[src/rtl/mem_access_stage.sv]
// rtl/mem_access_stage.sv - pipeline memory stage: req/ack bus access with stall and MEM/WB bubbles
// Optional access timeout with sticky error flag enabled by defining MEM_TIMEOUT_EN.
module mem_access_stage #(
  parameter int DATA_W         = 8,
  parameter int ADDR_W         = 8,
  parameter int RD_W           = 5,
  parameter int TIMEOUT_CYCLES = 15
) (
  input  logic              clk,
  input  logic              reset,
  input  logic [DATA_W-1:0] aluresult_in,
  input  logic [DATA_W-1:0] writedata_in,
  input  logic [RD_W-1:0]   rd_in,
  input  logic              memread_in,
  input  logic              memwrite_in,
  input  logic              memtoreg_in,
  input  logic              regwrite_in,
  output logic              stall_out,
  output logic [DATA_W-1:0] readdata_out,
  output logic [DATA_W-1:0] resultalu_out,
  output logic [RD_W-1:0]   rd_out,
  output logic              memtoreg_out,
  output logic              regwrite_out,
  output logic              bus_req,
  output logic              bus_we,
  output logic [ADDR_W-1:0] bus_addr,
  output logic [DATA_W-1:0] bus_wdata,
  input  logic [DATA_W-1:0] bus_rdata,
  input  logic              bus_ack,
  output logic              bus_err_out
);

  typedef enum logic [1:0] {IDLE, WAIT, DONE} state_t;

  state_t            state_q, state_d;
  logic              bus_req_q, bus_req_d;
  logic              bus_we_q, bus_we_d;
  logic [ADDR_W-1:0] bus_addr_q, bus_addr_d;
  logic [DATA_W-1:0] bus_wdata_q, bus_wdata_d;
  logic [DATA_W-1:0] rdata_q, rdata_d;
  logic              access;

  // A simultaneous read+write request is treated as a store.
  assign access = memread_in | memwrite_in;

`ifdef MEM_TIMEOUT_EN
  localparam int CNT_W = $clog2(TIMEOUT_CYCLES + 1);
  logic [CNT_W-1:0] cnt_q, cnt_d;
  logic             err_q, err_d;
`endif

  always_comb begin
    state_d     = state_q;
    bus_req_d   = bus_req_q;
    bus_we_d    = bus_we_q;
    bus_addr_d  = bus_addr_q;
    bus_wdata_d = bus_wdata_q;
    rdata_d     = rdata_q;
    stall_out   = 1'b0;
`ifdef MEM_TIMEOUT_EN
    cnt_d = cnt_q;
    err_d = err_q;
`endif
    case (state_q)
      IDLE: begin
        if (access) begin
          stall_out   = 1'b1;
          state_d     = WAIT;
          bus_req_d   = 1'b1;
          bus_we_d    = memwrite_in;
          bus_addr_d  = aluresult_in[ADDR_W-1:0];
          bus_wdata_d = writedata_in;
`ifdef MEM_TIMEOUT_EN
          cnt_d = '0;
`endif
        end
      end
      WAIT: begin
        stall_out = 1'b1;
        if (bus_ack) begin
          bus_req_d = 1'b0;
          bus_we_d  = 1'b0;
          rdata_d   = bus_we_q ? '0 : bus_rdata;
          state_d   = DONE;
        end
`ifdef MEM_TIMEOUT_EN
        // An ack on the final cycle wins over the timeout.
        else if (cnt_q == CNT_W'(TIMEOUT_CYCLES - 1)) begin
          bus_req_d = 1'b0;
          bus_we_d  = 1'b0;
          rdata_d   = '1;
          err_d     = 1'b1;
          state_d   = DONE;
        end else begin
          cnt_d = cnt_q + 1'b1;
        end
`endif
      end
      DONE:    state_d = IDLE;
      default: state_d = IDLE;
    endcase

    // Bubble the MEM/WB inputs while stalled so nothing commits twice.
    readdata_out  = rdata_q;
    resultalu_out = stall_out ? '0 : aluresult_in;
    rd_out        = stall_out ? '0 : rd_in;
    memtoreg_out  = stall_out ? 1'b0 : memtoreg_in;
    regwrite_out  = stall_out ? 1'b0 : regwrite_in;
  end

  always_ff @(posedge clk) begin
    if (reset) begin
      state_q     <= IDLE;
      bus_req_q   <= 1'b0;
      bus_we_q    <= 1'b0;
      bus_addr_q  <= '0;
      bus_wdata_q <= '0;
      rdata_q     <= '0;
`ifdef MEM_TIMEOUT_EN
      cnt_q <= '0;
      err_q <= 1'b0;
`endif
    end else begin
      state_q     <= state_d;
      bus_req_q   <= bus_req_d;
      bus_we_q    <= bus_we_d;
      bus_addr_q  <= bus_addr_d;
      bus_wdata_q <= bus_wdata_d;
      rdata_q     <= rdata_d;
`ifdef MEM_TIMEOUT_EN
      cnt_q <= cnt_d;
      err_q <= err_d;
`endif
    end
  end

  assign bus_req   = bus_req_q;
  assign bus_we    = bus_we_q;
  assign bus_addr  = bus_addr_q;
  assign bus_wdata = bus_wdata_q;
`ifdef MEM_TIMEOUT_EN
  assign bus_err_out = err_q;
`else
  assign bus_err_out = 1'b0;
`endif

endmodule

[config.mk]
export PLATFORM = sky130hd
export DESIGN_NAME = mem_access_stage
export DESIGN_NICKNAME = d
export VERILOG_FILES = /design/src/rtl/mem_access_stage.sv
export SDC_FILE = /design/constraint.sdc
export NUM_CORES = 1
export LEC_CHECK = 0
export CAP_MARGIN = 20
export CORE_UTILIZATION = 40
export DETAILED_ROUTE_END_ITERATION = 16
export DONT_BUFFER_PORTS = 1
export SYNTH_ARGS = -nofsm -noshare
export SYNTH_HDL_FRONTEND = slang
export SYNTH_SLANG_ARGS = --single-unit
[constraint.sdc]
create_clock -name clk -period 1.5 [get_ports clk]
set_input_delay 0.375 -clock clk [delete_from_list [all_inputs] [get_ports clk]]
set_output_delay 0.375 -clock clk [all_outputs]
set_load 0.03 [all_outputs]
* Word level (Yosys, flattened, before mapping)
Index checks and enable logic that the tools add are counted.
** Operators by class
- Eq/ne operators :: 3
- Multiplexer cells :: 15
- Bitwise logic cells :: 1
- Reduce and logical (&&, ||, !) cells :: 6
** Operators by type and width (number)
- $mux W8 :: 2
- $mux W1 :: 6
- $pmux W1 S2 :: 3
- $reduce_and A2 Y1 :: 3
- $mux W5 :: 1
- $mux W2 :: 2
- $ne A2 B2 Y1 const B :: 2
- $pmux W2 S2 :: 1
- $reduce_and A3 Y1 :: 1
- $eq A2 B1 Y1 const B :: 1
- $logic_not A2 Y1 :: 1
- $reduce_bool A2 Y1 :: 1
- $or A1 B1 Y1 :: 1
** Word-level totals
- Bits in registers :: 28
- Input bits :: 36

* Logic depth before layout (Yosys ltp)
- Word-level depth :: 4
- Gate-level depth with buffers :: 5

* Worst setup path after synthesis
OpenSTA, ideal clock, no wires.
- Path kind :: flip-flop to output port
- Start :: reg state_q[0]
- End :: out rd_out[0]
- Arrival :: 1.454 ns
- Required time :: 1.125 ns
- Slack :: -0.329 ns
- Stages on the path, launching flop included :: 6
- Cells stage by stage :: dfxtp_1 -> buf_6 -> nor3_1 -> nor2_1 -> buf_2 -> nor2b_1
** Between the ends
- Longest elaborated chain between the ends :: 3
- Elaborated cells on any way between the ends :: 4
- Classes of those cells :: eq/ne: 1; mux: 2; reduce/logical: 1
** Ends and longest elaborated chain
- start: declaration :: line 35 : state_t state_q, state_d;
- start signal: assignment :: line 124 : state_q <= state_d;
- $eq A2 B1 Y1 or $logic_not A2 Y1 (tied branches) :: line 64 : case (state_q)
- $pmux W1 S2 * :: line 64
- named net stall_out :: line 18 : output logic stall_out,
- $mux W5 * :: line 106 : rd_out = stall_out ? '0 : rd_in;
- end: declaration :: line 21 : output logic [RD_W-1:0] rd_out,
The timed path passes the listed nets; every way through them passes the cells marked *.

* Worst setup path in the final report
- Start :: reg state_q[0]
- End :: out resultalu_out[7]
** Between the ends
- Longest elaborated chain between the ends :: 3
- Elaborated cells on any way between the ends :: 4
- Classes of those cells :: eq/ne: 1; mux: 2; reduce/logical: 1
** Ends and longest elaborated chain
- $eq A2 B1 Y1 or $logic_not A2 Y1 (tied branches) :: line 64
- $pmux W1 S2 * :: line 64
- $mux W8 * :: line 105 : resultalu_out = stall_out ? '0 : aluresult_in;
- end: declaration :: line 20 : output logic [DATA_W-1:0] resultalu_out,
Mark *: on every way between the ends. The rest lies on a longest branch, timed or not.

==> flow_summary.ini <==
[timing]
hold_viol = 0
timing.fmax_mhz = 584
grt_setup_unrepaired = yes
whs_ps = 121
period_needed_ps = 1710
final.setup.worst_slack_ps = -212
setup_viol = 16
drv_slew = 0
period_share_pct = 114
fin_skew_ps = 7.78

[synthesis]
seq_area_frac_synth_pct = 42.6
synth_top_cell_area_share_pct = 42.6
synth_edf_count = 0
netlist_instances = 142
yosysMostFrequentCell = nand2b_1
synthArstFlopShare_pct = 0
synth_area_per_cell_um2 = 9.27
synth_commonest_cells = nand2b_1, dfxtp_1, mux2i_1, nor2b_1, a21oi_1
yosys-top-cells-area = dfxtp_1, nand2b_1, mux2i_1
synth.largest_area_cell = dfxtp_1
synth_flop_cell = dfxtp_1
synth-seq-cells = 28
ys_types = 21
netlist_area_um2 = 1320
ys.warnings.count = 0
syn_nets = 178

[power]
pwr-share-seq_pct = 60.1
p_int_mw = 1.05
p_per_area_nw_per_um2 = 1000
vdd_drop_max_v = 0.000531
combinationalPowerShare_pct = 21.1
p_leak_nw = 0.619
clkPwrFrac_pct = 18.8
power_mw = 1.56
power.switching_uw = 509
swShare_pct = 32.6

[placement]
io_buffers = 0
preCtsSetupSlack_ps = 19.4
place_congestion = 0.678
dp_hpwl_um = 1870

[global_routing]
grt_pass1_vias = 971
grt_overflow = 0
grt_first_pass_wirelength_um = 3900
grt_start_max_net_pins = 45
antenna_found_initial = 0
grtUsageTotal_pct = 14.7

[clocking]
cts.sinks = 28
clk_path_buf_depth = 2
tritoncts = built
htreeDepth = 1
hold_buffers = 0
cts-root-buf = clkbuf_4
cts_buffers = 3
clk_pin_slew_ps = 140
clk_latency_ps = 310

[cells_and_area]
syn_to_final_growth_pct = 18.0
fin_util_pct = 50.4
diodes = 0
fin_nets = 187
drive_gt1_share_pct = 19.5

[detailed_routing]
drcViolationCount = 0
ant_nets = 0
vias = 979
finalWirelength_um = 2540
routedWlPerCell_um = 13.2
dr.pass1.iters = 4
via_per_inst = 5.07
drtIter0Drc = 32

[setup_path]
worstPathArrival_ps = 1340
cp_cell_sequence = nor3_4 -> nor2_4 -> buf_6 -> nor2b_1 -> buf_4
worstPathRequired_ps = 1120
cpPeakStageDelay_ps = 360
cp_max_fo = 6
endpoint_kind = output pin
path_class = reg -> out
critical-path-slowest-cell = dfxtp_2
worst_setup_path_start_kind = flip-flop

[floorplanning]
io_pins = 79
die_area_um2 = 3520
start_util_pct = 42.8
core_um2 = 3080
die-height_um = 59.4
num_rows = 20
die_w_um = 59.4

[status]
status = finished with violations
violations = setup timing

[flow_run]
drv_cap = 0

[hold_path]
hp-class = in -> reg
cell type report:
class	count	area (um^2)
clock buffers	3	22.5
fillers	319	1530
multi-input cells	105	783
flip-flops and latches	28	562
well taps	44	55.1
repair buffers	13	130
placed cells by master, fill, tap and decap left out, types with 3 or more instances in the layout:
cell,netlist,routed
a21oi_1,10,10
buf_4,1,9
clkbuf_4,0,3
dfxtp_1,28,27
mux2i_1,16,16
nand2_1,9,9
nand2b_1,34,34
nand3b_1,9,9
nor2b_1,16,7
nor2b_4,0,9
power by group through the flow:
stage	registers [mW]	clock network [mW]	logic, mW
after global routing	0.945	0.349	0.352
final	0.936	0.293	0.329
after CTS	0.938	0.315	0.331
after floorplan	0.950	0	0.270
after global placement	0.951	0	0.314
after detailed placement	0.952	0	0.322
worst paths after layout:
check	start	cells past startpoint	slack (ps)	endpoint
hold reg to reg	bus_we	2	490	bus_we
hold / removal	reset	1	120	readdata_out[2]
setup reg to reg	state_q[1]	4	220	readdata_out[7]
setup / recovery	state_q[0]	5	-210	resultalu_out[7]
registers in the layout, summed over array words and instances, names as in the netlist:
| name | flops |
|---|---|
| bus_we | 1 |
| bus_addr | 8 |
| bus_wdata | 8 |
| state_q | 2 |
| readdata_out | 8 |
| bus_req | 1 |
per-layer routing:
metal,share of wire [%],vias up,GRT usage (%)
met4,0.51,0,6.12
met1,41,443,15.5
met3,9.7,2,4.15
met2,49,59,27.0
met5,0,-,0
li1,-,475,-
kinds of logic (layout without fill, tap and decap cells):
kind of cell / Yosys count / count (layout) / synth area share (%)
buf+inv: 9 / 16 / 4.47
simple gates: 75 / 75 / 35.1
mux: 16 / 16 / 12.2
flops: 28 / 28 / 42.6
other cells: 1 / 1 / 0.285
compound gates: 13 / 13 / 5.42
critical path, delay by kind of cell, from the launching register on:
| family | cells | cell delay, ps |
|---|---|---|
| flops | 1 | 360 |
| buf+inv | 2 | 290 |
| simple gates | 3 | 370 |
through the flow:
step | setup TNS, ps | std cells | cell area [um^2]
finish | -2860 | 193 | 1550
global route | -4300 | 193 | 1550
CTS | -3120 | 193 | 1550
detailed placement | 0 | 189 | 1500
global placement | 0 | 189 | 1500
floorplan | -272 | 142 | 1400
repair_timing:
action,4_1_cts,5_1_grt
setup endpoints to repair,16,16
buffers inserted,1,0
resized for setup,4,1
pin swaps,2,0
Note: power is estimated with default switching activity, not from simulation.
==> patch 1, RTL diff (same settings) <==
The parameter `DATA_W` goes from 8 to 10.
--- a/src/rtl/mem_access_stage.sv
+++ b/src/rtl/mem_access_stage.sv
@@ -1,7 +1,7 @@
 // rtl/mem_access_stage.sv - pipeline memory stage: req/ack bus access with stall and MEM/WB bubbles
 // Optional access timeout with sticky error flag enabled by defining MEM_TIMEOUT_EN.
 module mem_access_stage #(
-  parameter int DATA_W         = 8,
+  parameter int DATA_W         = 10,
   parameter int ADDR_W         = 8,
   parameter int RD_W           = 5,
   parameter int TIMEOUT_CYCLES = 15
Ports: changed (6 resized); port bits go from 79 to 91. The function was not compared with the original's and may differ.
==> patch 1 against the unedited design <==
- sequential power grew 14%
- largest cell class unchanged
- power up 36%
- sequential cell count rose by 4
- via count up 18%
- cell area increased by 21%
- count of clock-buffer cells in the layout increased by 5
- routed wire length up 30%
- setup slack improved by 0.045 ns
- synthesized area is 16% higher
- the run still ends with negative setup slack left
==> patch 1: results (changes against the unedited design) <==
Status
  – Status: finished, violations left (unchanged)
  – Violated checks: negative setup slack (unchanged)

Route
  – Wire per inst: 14.3 µm (was 13.2 µm)
  – Vias per std cell: 5.01 (was 5.07)
  – 1st-iter DRT viols: 20 (was 32)

Placed design
  – Post-DP HPWL: 2310 µm (was 1870 µm)
  – Pre-CTS setup slack: 0.0205 ns (was 0.0194 ns)

Worst setup path
  – CP max FO: 18 (was 6)
  – Crit path DAT: 1.29 ns (was 1.34 ns)
  – Largest stage delay, worst path: 0.33 ns (was 0.36 ns)

STA
  – TNS Setup: -2.47 ns (was -2.86 ns)
  – Setup ws final: -0.168 ns (was -0.212 ns)
  – Final setup vio count: 18 (was 16)
  – Skew final: 0.00470 ns (was 0.00778 ns)

GRT
  – Vias in the first global route: 1142 (was 971)
  – Gr usage total: 0.173 (was 0.147)
  – First-pass GRT wire length: 5270 µm (was 3900 µm)
  – Pin count of the biggest net entering global routing: 51 (was 45)

Pwr
  – Worst ir drop on vdd: 0.000561 V (was 0.000531 V)
  – Leakage Power: 0.754 nW (was 0.619 nW)

Logic synthesis
  – Syn Nets: 205 (was 178)
  – Most frequent cells after synthesis: nand2b_1 (38), dfxtp_1 (32), mux2i_1 (18), nor2b_1 (18), a21oi_1 (12) (was nand2b_1 (34), dfxtp_1 (28), mux2i_1 (16), nor2b_1 (16), a21oi_1 (10))
  – Post-Synthesis Cells: 163 (was 142)
  – Area contributors post-synth: dfxtp_1 (42%), nand2b_1 (16%), mux2i_1 (12%), nor2b_1 (7.4%), nand3b_1 (5.4%) (was dfxtp_1 (43%), nand2b_1 (16%), mux2i_1 (12%), nor2b_1 (7.6%), nand3b_1 (5.1%))

Clock network
  – TritonCTS Buffers: 5 (was 3)
  – H-Tree Depth: 2 (was 1)
  – CTS Root Cell: clkbuf_8 (was clkbuf_4)

Cells and area
  – Cell Count, Final, Fillers Out: 231 (was 193)
  – Number of fill cells: 346 (was 319)
==> patch 1: worst paths after layout <==
kind	from	to	slack, ns	depth (start not counted)
hold reg to reg	bus_we	readdata_out[7]	0.59	2
hold / removal	reset	state_q[1]	0.17	1
setup reg to reg	state_q[1]	readdata_out[5]	0.19	4
setup / recovery	state_q[0]	regwrite_out	-0.17	5
==> patch 1: power by group through the flow <==
stage               Sequential [mW]  Combinational, mW  Clock (mW)
finish                         1.07              0.383       0.665
CTS                            1.07              0.381       0.691
detailed placement             1.09              0.355           0
global route                   1.08              0.413       0.735
floorplan                      1.08              0.288           0
global placement               1.09              0.342           0
==> patch 1: per-stage QoR <==
step,instance area (µm²),total power [mW],utilization,hold slack [ns]
floorplan,1550,1.37,-,0.486
global placement,1710,1.43,0.467,0.450
detailed placement,1710,1.44,0.467,0.452
CTS,1870,2.14,0.511,0.150
global route,1890,2.22,0.515,0.149
finish,1890,2.12,0.515,0.173
==> patch 1: repair_timing <==
| item | 4_1_cts | 5_1_grt |
|---|---|---|
| endpoints found under the setup margin | 18 | 18 |
| pin swaps | 2 | 0 |
| buffers inserted | 1 | 1 |
| resized for setup | 13 | 3 |
==> patch 1: cell type report <==
type,instances,area (µm²),share of cell area
well taps,48,60.1,0.0319
flip-flops and latches,32,642,0.340
repair buffers,24,246,0.131
multi-input cells,119,847,0.449
clock buffers,8,90.1,0.0478
==> patch 1: metal layers <==
layer / part of all wire / global-route usage / wire (µm) / vias up
li1: - / - / - / 564
met1: 0.37 / 0.171 / 1210 / 538
met2: 0.53 / 0.301 / 1750 / 49
met3: 0.088 / 0.0888 / 292 / 6
met4: 0.015 / 0.0682 / 51 / 0
met5: 0 / 0 / 0 / -
==> patch 1: kinds of logic (layout without fill, tap and decap cells) <==
kind of cell           Yosys count  in the layout  synth area share
other                            1              1           0.00246
muxes                           18             18             0.118
buffers and inverters           12             32            0.0583
AOI/OAI and AO/OA               15             15            0.0542
and+or+nand+nor                 85             85             0.346
DFF                             32             32             0.420
==> patch 2, RTL diff (same settings) <==
Made on the original files. Re-encode `state_t` (3 states) as one-hot, 3 bits wide.
--- a/src/rtl/mem_access_stage.sv
+++ b/src/rtl/mem_access_stage.sv
@@ -30,7 +30,7 @@
   output logic              bus_err_out
 );
 
-  typedef enum logic [1:0] {IDLE, WAIT, DONE} state_t;
+  typedef enum logic [2:0] {IDLE = 3'b001, WAIT = 3'b010, DONE = 3'b100} state_t;
 
   state_t            state_q, state_d;
   logic              bus_req_q, bus_req_d;
Behaviour: same outputs for any inputs over 10 cycles, from zero or initial values and one cycle with reset high; not proved beyond that.
==> patch 2 against the unedited design <==
- setup slack got worse by 0.052 ns
- fmax fell by 2.9%
- largest cell class unchanged
- sequential share of layout area fell by 3.6 points
- global-route usage rose by 3.8 points
- routed wire length rose by 23%
- sequential cell count rose by 1
- non-clock buffer count rose by 8
- cell area rose by 16%
- critical path depth fell by 1
- utilization rose by 8.7 points
- synthesized area fell by 1.8%
- register-to-register slack got worse by 0.14 ns
- power rose by 46%
- the flow still finishes with violations (negative setup slack)
==> patch 2: results (changes against the unedited design) <==
Status
  – Status: finished, violations left (unchanged)
  – Violated checks: negative setup slack (unchanged)

Worst setup path
  – Critical path's slowest cell: dfxtp_4 (was dfxtp_2)
  – Crit Reg-Reg Endpoint: bus_addr[4] (was readdata_out[7])
  – Reg2Reg Depth: 6 (was 4)

STA
  – TNS Setup: -3.73 ns (was -2.86 ns)
  – Setup ws final: -0.264 ns (was -0.212 ns)
  – Skew final: 0.00852 ns (was 0.00778 ns)
  – Final setup vio count: 16 (unchanged)
  – Hold slack: 0.0963 ns (was 0.121 ns)

Route
  – Initial DRT Pass Iterations: 5 (was 4)
  – Vias: 1102 (was 979)
  – Wire per inst: 14.8 µm (was 13.2 µm)
  – Vias per std cell: 5.22 (was 5.07)

Logic synthesis
  – Library cells used by synthesis: 28 (was 21)
  – Area contributors post-synth: dfxtp_1 (45%), mux2i_1 (12%), nand2_1 (12%), a21boi_0 (8.7%), a21oi_1 (3.9%) (was dfxtp_1 (43%), nand2b_1 (16%), mux2i_1 (12%), nor2b_1 (7.6%), nand3b_1 (5.1%))
  – Most frequent cells after synthesis: nand2_1 (41), dfxtp_1 (29), mux2i_1 (16), a21boi_0 (15), a21oi_1 (10) (was nand2b_1 (34), dfxtp_1 (28), mux2i_1 (16), nor2b_1 (16), a21oi_1 (10))
  – Post-Synthesis Cells: 148 (was 142)

GRT
  – First-pass GRT wire length: 4660 µm (was 3900 µm)
  – Vias in the first global route: 1002 (was 971)
  – Gr usage total: 0.184 (was 0.147)

Clock network
  – Resized cells post-CTS: 13 (was 4)
  – H-Tree Depth: 2 (was 1)
  – Clock transition at the registers of the reported paths: 0.10 ns (was 0.14 ns)

Pwr
  – Leakage Power: 0.734 nW (was 0.619 nW)

Placed design
  – RD Place Congestion: 0.767 (was 0.678)
  – Post-DP HPWL: 2150 µm (was 1870 µm)

Cells and area
  – Final #Nets: 202 (was 187)
  – Number of fill cells: 271 (was 319)
## patch 2: cell types whose count changed after synthesis, sizes merged, moves of 2 or more
cell,change
nand2,+32
nand2b,-32
nor2b,-16
a21boi,+15
nand3,+5
nand3b,-5
clkbuf,+2
inv,+2
## patch 2: how the worst max path moves through the flow
stage	from	end	slack (ns)
after floorplan	state_q[1]	rd_out[0]	0.01
after global placement	state_q[1]	stall_out	0.02
after detailed placement	state_q[0]	stall_out	-0.03
after CTS	state_q[0]	resultalu_out[4]	-0.37
after global routing	state_q[1]	stall_out	-0.30
final	state_q[1]	stall_out	-0.26
## patch 2: area by class of cell
| type | instances | share of cell area |
|---|---|---|
| inverter | 3 | 0.00831 |
| clock buffer | 6 | 0.0284 |
| clock inverter | 2 | 0.0208 |
| timing repair buffer | 21 | 0.134 |
| multi-input combinational | 106 | 0.452 |
| tap | 44 | 0.0305 |
| sequential | 29 | 0.326 |
## patch 2: power breakdown
| group | total, mW | switching (mW) | internal, mW |
|---|---|---|---|
| Clock | 0.676 | 0.280 | 0.396 |
| Combinational | 0.617 | 0.338 | 0.279 |
| Sequential | 0.989 | 0.153 | 0.836 |
## patch 2: routing by layer
metal  global-route usage  part of all wire  up-vias
li1                     -                 -      532
met1                0.207              0.36      496
met2                0.304              0.51       68
met3               0.0857              0.11        6
met4               0.0714             0.019        0
met5                    0                 0        -
## patch 2: logic make-up after synthesis
| kind of cell | Yosys count | share of synthesized area |
|---|---|---|
| muxes | 16 | 0.124 |
| buffers and inverters | 13 | 0.0494 |
| other | 1 | 0.00290 |
| AOI/OAI and AO/OA | 29 | 0.147 |
| DFF | 29 | 0.449 |
| and+or+nand+nor | 60 | 0.228 |
